`src/rtl/piso_serializer_if.sv`:
```
// Word-in / bit-out bundle for piso_serializer. The producer and serial sink
// drive the master side; the serializer sits on the slave side.
interface piso_serializer_if #(
  parameter int WIDTH = 8
);
  logic [WIDTH-1:0] din;
  logic             in_valid;
  logic             in_ready;
  logic             msb_first;
  logic             shift_en;
  logic             sout;
  logic             sout_valid;
  logic             sout_first;
  logic             sout_last;
  logic             busy;

  modport master (
    output din, in_valid, msb_first, shift_en,
    input  in_ready, sout, sout_valid, sout_first, sout_last, busy
  );

  modport slave (
    input  din, in_valid, msb_first, shift_en,
    output in_ready, sout, sout_valid, sout_first, sout_last, busy
  );
endinterface

```
`src/rtl/piso_serializer.sv`:
```
// Parallel-in/serial-out serializer: WIDTH-bit words in over valid/ready,
// one bit out per shift_en pulse, bit order chosen per word, back-to-back capable.
module piso_serializer #(
  parameter int WIDTH = 8
) (
  input  logic               clk,
  input  logic               rst,
  piso_serializer_if.slave   bus
);

  localparam int CNT_W = $clog2(WIDTH);
  localparam logic [CNT_W-1:0] LAST_IDX = CNT_W'(WIDTH - 1);

  typedef enum logic [0:0] {
    IDLE  = 1'b0,
    SHIFT = 1'b1
  } state_t;

  state_t           state_r, state_s;
  logic [WIDTH-1:0] shreg_r, shreg_s;
  logic [CNT_W-1:0] cnt_r, cnt_s;
  logic             mode_r, mode_s;
  logic             last_s;
  logic             ready_s;
  logic             load_s;

  // State, shift register, bit index and latched bit order.
  always_ff @(posedge clk or negedge rst) begin
    if (!rst) begin
      state_r <= IDLE;
      shreg_r <= {WIDTH{1'b0}};
      cnt_r   <= {CNT_W{1'b0}};
      mode_r  <= 1'b0;
    end else begin
      state_r <= state_s;
      shreg_r <= shreg_s;
      cnt_r   <= cnt_s;
      mode_r  <= mode_s;
    end
  end

  // Handshake and next-state: a load may coincide with the last-bit pulse.
  always_comb begin
    state_s = state_r;
    shreg_s = shreg_r;
    cnt_s   = cnt_r;
    mode_s  = mode_r;
    last_s  = (cnt_r == LAST_IDX);
    ready_s = rst && ((state_r == IDLE) || ((state_r == SHIFT) && bus.shift_en && last_s));
    load_s  = ready_s && bus.in_valid;

    case (state_r)
      IDLE: begin
        if (load_s) begin
          state_s = SHIFT;
          shreg_s = bus.din;
          mode_s  = bus.msb_first;
          cnt_s   = {CNT_W{1'b0}};
        end else begin
          state_s = IDLE;
        end
      end
      SHIFT: begin
        if (!bus.shift_en) begin
          state_s = SHIFT;
        end else if (!last_s) begin
          cnt_s = cnt_r + CNT_W'(1);
          if (mode_r) begin
            shreg_s = {shreg_r[WIDTH-2:0], 1'b0};
          end else begin
            shreg_s = {1'b0, shreg_r[WIDTH-1:1]};
          end
        end else if (load_s) begin
          state_s = SHIFT;
          shreg_s = bus.din;
          mode_s  = bus.msb_first;
          cnt_s   = {CNT_W{1'b0}};
        end else begin
          state_s = IDLE;
          cnt_s   = {CNT_W{1'b0}};
        end
      end
      default: begin
        state_s = IDLE;
        shreg_s = {WIDTH{1'b0}};
        cnt_s   = {CNT_W{1'b0}};
        mode_s  = 1'b0;
      end
    endcase
  end

  // Serial outputs come only from registered state, never from din.
  assign bus.in_ready   = ready_s;
  assign bus.busy       = (state_r == SHIFT);
  assign bus.sout_valid = (state_r == SHIFT);
  assign bus.sout       = (state_r == SHIFT) ? (mode_r ? shreg_r[WIDTH-1] : shreg_r[0]) : 1'b0;
  assign bus.sout_first = (state_r == SHIFT) && (cnt_r == {CNT_W{1'b0}});
  assign bus.sout_last  = (state_r == SHIFT) && last_s;

endmodule

```
`src/flat_wrapper.sv`:
```
// flat-port wrapper written by rule: the top's interface ports become plain ports
module piso_serializer_flat 
#(
  parameter int WIDTH = 8
)
  (clk, rst, bus_din, bus_in_valid, bus_msb_first, bus_shift_en, bus_in_ready, bus_sout, bus_sout_valid, bus_sout_first, bus_sout_last, bus_busy);
  piso_serializer_if #(.WIDTH(WIDTH)) bus_i ();
  input  logic clk;
  input  logic rst;
  input wire logic [$bits(bus_i.din)-1:0] bus_din;
  input wire logic [$bits(bus_i.in_valid)-1:0] bus_in_valid;
  input wire logic [$bits(bus_i.msb_first)-1:0] bus_msb_first;
  input wire logic [$bits(bus_i.shift_en)-1:0] bus_shift_en;
  output wire logic [$bits(bus_i.in_ready)-1:0] bus_in_ready;
  output wire logic [$bits(bus_i.sout)-1:0] bus_sout;
  output wire logic [$bits(bus_i.sout_valid)-1:0] bus_sout_valid;
  output wire logic [$bits(bus_i.sout_first)-1:0] bus_sout_first;
  output wire logic [$bits(bus_i.sout_last)-1:0] bus_sout_last;
  output wire logic [$bits(bus_i.busy)-1:0] bus_busy;
  assign bus_i.din = bus_din;
  assign bus_i.in_valid = bus_in_valid;
  assign bus_i.msb_first = bus_msb_first;
  assign bus_i.shift_en = bus_shift_en;
  assign bus_in_ready = bus_i.in_ready;
  assign bus_sout = bus_i.sout;
  assign bus_sout_valid = bus_i.sout_valid;
  assign bus_sout_first = bus_i.sout_first;
  assign bus_sout_last = bus_i.sout_last;
  assign bus_busy = bus_i.busy;
  piso_serializer #(.WIDTH(WIDTH)) u_core (.clk(clk), .rst(rst), .bus(bus_i));
endmodule
```
`config.mk`:
```
export PLATFORM = sky130hd
export DESIGN_NAME = piso_serializer_flat
export DESIGN_NICKNAME = d
export VERILOG_FILES = /design/src/rtl/piso_serializer_if.sv /design/src/rtl/piso_serializer.sv /design/src/flat_wrapper.sv
export SDC_FILE = /design/constraint.sdc
export NUM_CORES = 1
export LEC_CHECK = 0
export BUFFER_PORTS_ARGS = -buffer_cell sky130_fd_sc_hd__buf_2
export CORE_MARGIN = 3
export CORE_UTILIZATION = 55
export DETAILED_ROUTE_END_ITERATION = 10
export PLACE_DENSITY = 0.82
export SLEW_MARGIN = 15
export SYNTH_ARGS = -nofsm -noshare
export SYNTH_HDL_FRONTEND = slang
export SYNTH_SLANG_ARGS = --single-unit
```
`constraint.sdc`:
```
create_clock -name clk -period 3.7 [get_ports clk]
set_clock_uncertainty 0.1 [all_clocks]
set_input_delay 0.185 -clock clk [delete_from_list [all_inputs] [get_ports clk]]
set_output_delay 0.185 -clock clk [all_outputs]
set_load 0.05 [all_outputs]
```
==> flow_summary.ini <==
[cts]
clk_latency_ns = 0.28
root_buffer = clkbuf_4
h-tree-depth = 1
clk_pin_slew_ns = 0.09
postCtsSetupRepairBufs = 0
cts_resized = 0
ctsHoldBuffers = 1
numCtsBuffers = 3
cts_tree = done
numClockSinks = 13
clk_path_buf_depth = 2

[global_routing]
antenna_found_initial = 0
grt_overflow = 0
grt_pass1_vias = 540
grt.total_usage = 0.178
grt_max_degree = 17
grt_pass1_wl_um = 2440

[synthesis]
ys_warn_count = 0
syn_inst = 71
ys_seq_elements = 13
syn_avg_cell_area_um2 = 11.2
yosysUniqueCellTypes = 26
synthesis.area_um2 = 793
ys_seq_area_frac = 0.410
synthFlopType = dfrtp_1
synth-edff-count = 0
synthArstFlopShare = 1.00
postSynthNetCount = 87

[routing]
drtAntennaViolNets = 0
wl_met2_um = 642
drc_errors = 0
firstDrtPassIters = 4
wl_um = 1470
wl_met3_um = 112
viasPerCell = 5.46
maxUsedRoutingLayer = met4
drt-met1-wl_um = 707
drt_iter0_drc = 11
routedWlPerCell_um = 14.0
num_vias = 573

[placement]
numPortBuffers = 18
dp_hpwl_um = 1030
gp_congestion = 0.709

[timing]
tns_ns = 0
period_needed_ns = 1.96
grt_setup_unrepaired = no
fmax_ghz = 0.510
hold_viol_final = 0
worst_pin_slew_ns = 0.478
finalSetupViolCount = 0
drv_slew = 0
maxSlewHeadroom = 0.682
finalCritPeriodShare = 0.530

[setup_path]
crit_family = flip-flops
startpoint_type = flip-flop
cp.required_ns = 3.41
path_cells = ha_1 -> ha_1 -> a21bo_2 -> and2_1 -> buf_2
critPathArrivalTime_ns = 1.68
rr_startpoint = u_core.cnt_r[1]
end_kind = output pin
worstSetupPathType = flip-flop to output pin
path_common_cell = ha_1
slowest_delay_ns = 0.40
crit_start = u_core.cnt_r[1]
cp_slowest_cell = dfrtp_1
worstPathMaxFanout = 5
crit_buf_inv = 1

[die]
row_count = 13
die_h_um = 44.0
core_area_um2 = 1330
fp.dieW_um = 44.0
initial_utilization = 0.595
ios = 19
die_area_um2 = 1930

[finish]
area.growth.synth_to_final_pct = 14.7
diodes = 0
fill_cells = 105
fin_nets = 107
drive_gt1_frac = 0.400

[power_and_ir_drop]
power_mw = 0.795
total_leakage_power_nw = 0.453
ir_drop_uv = 411
p_per_area_nw_per_um2 = 874

[worst_hold_path]
hp-class = input pin to flip-flop
min_from = bus_msb_first

[job]
maxCapViolations = 0

[run_status]
status = finished, final reports clean
==> cells by family after synthesis <==
kind of cell	count (synthesis)	synth area share
adder cells (fa/ha/maj)	3	0.0473
AO/OA/AOI/OAI	12	0.153
AND/OR/NAND/NOR	22	0.159
flip-flops	13	0.410
multiplexers	13	0.175
buffers and inverters	8	0.0552
==> worst register-to-register path, stage by stage, from the launching register on <==
cell and delay [ns]:
dfrtp_1 0.40, ha_1 0.18, ha_1 0.22, nand2b_2 0.24, a21oi_4 0.30, mux2_4 0.32
==> cell usage after synthesis (all sizes together) (2+ instances only) <==
cell | n | area share
ha | 3 | 0.047
mux2 | 4 | 0.062
buf | 3 | 0.030
nand2 | 13 | 0.071
dfrtp | 13 | 0.41
and2 | 3 | 0.024
o221a | 6 | 0.085
mux2i | 9 | 0.11
inv | 4 | 0.019
nor2b | 2 | 0.025
a21oi | 2 | 0.027
==> worst paths after layout <==
path                                endpoint  slack, ns  cells after the start
setup / recovery                bus_in_ready       1.74                      5
hold / removal                 u_core.mode_r       0.04                      2
setup reg to reg           u_core.shreg_r[7]       1.81                      5
hold reg to reg              u_core.cnt_r[1]       0.43                      1
max in group asynchronous  u_core.shreg_r[0]       3.01                      2
min in group asynchronous    u_core.cnt_r[2]       0.23                      2
==> through the flow <==
step / hold WS (ns) / worst slack (ns) / util / cell area [um2] / instances
after floorplan: -0.211 / 1.82 / - / 793 / 71
after global placement: -0.00142 / 1.87 / 0.655 / 873 / 100
after detailed placement: -0.000451 / 1.83 / 0.655 / 873 / 100
after CTS: 0.0354 / 1.72 / 0.682 / 910 / 105
after global routing: 0.0400 / 1.65 / 0.682 / 910 / 105
final: 0.0419 / 1.74 / 0.682 / 910 / 105
==> per-layer routing <==
metal | global-route usage | up-vias
met2 | 0.247 | 18
met5 | 0 | -
met1 | 0.255 | 261
met3 | 0.0290 | 2
li1 | - | 292
met4 | 0.108 | 0
==> cells in the final DEF, fill, tap and decap left out, types with 3 or more instances in the layout <==
master,instances
buf_2,18
mux2_2,3
ha_1,3
and2_1,3
nand2_1,12
clkbuf_4,3
o221a_2,6
mux2i_1,9
dfrtp_1,13
inv_1,4
==> layout make-up <==
class                   count  area (um2)  share of cell area
flip-flops and latches     13         325               0.358
clock buffers               4        26.3              0.0289
multi-input cells          50         424               0.466
inverters                   4        15.0              0.0165
well taps                  15        18.8              0.0206
repair buffers             19         100               0.110
==> power breakdown <==
part | switching (mW) | internal (mW)
registers | 0.0802 | 0.208
clock network | 0.0487 | 0.0417
logic | 0.222 | 0.195
total | 0.350 | 0.445
==> registers in the layout (all words and copies together) (netlist names) <==
name,count
u_core.mode_r,1
u_core.cnt_r,3
u_core.shreg_r,8
u_core.bus.busy,1
No activity file was read; power rests on OpenSTA's default activity.
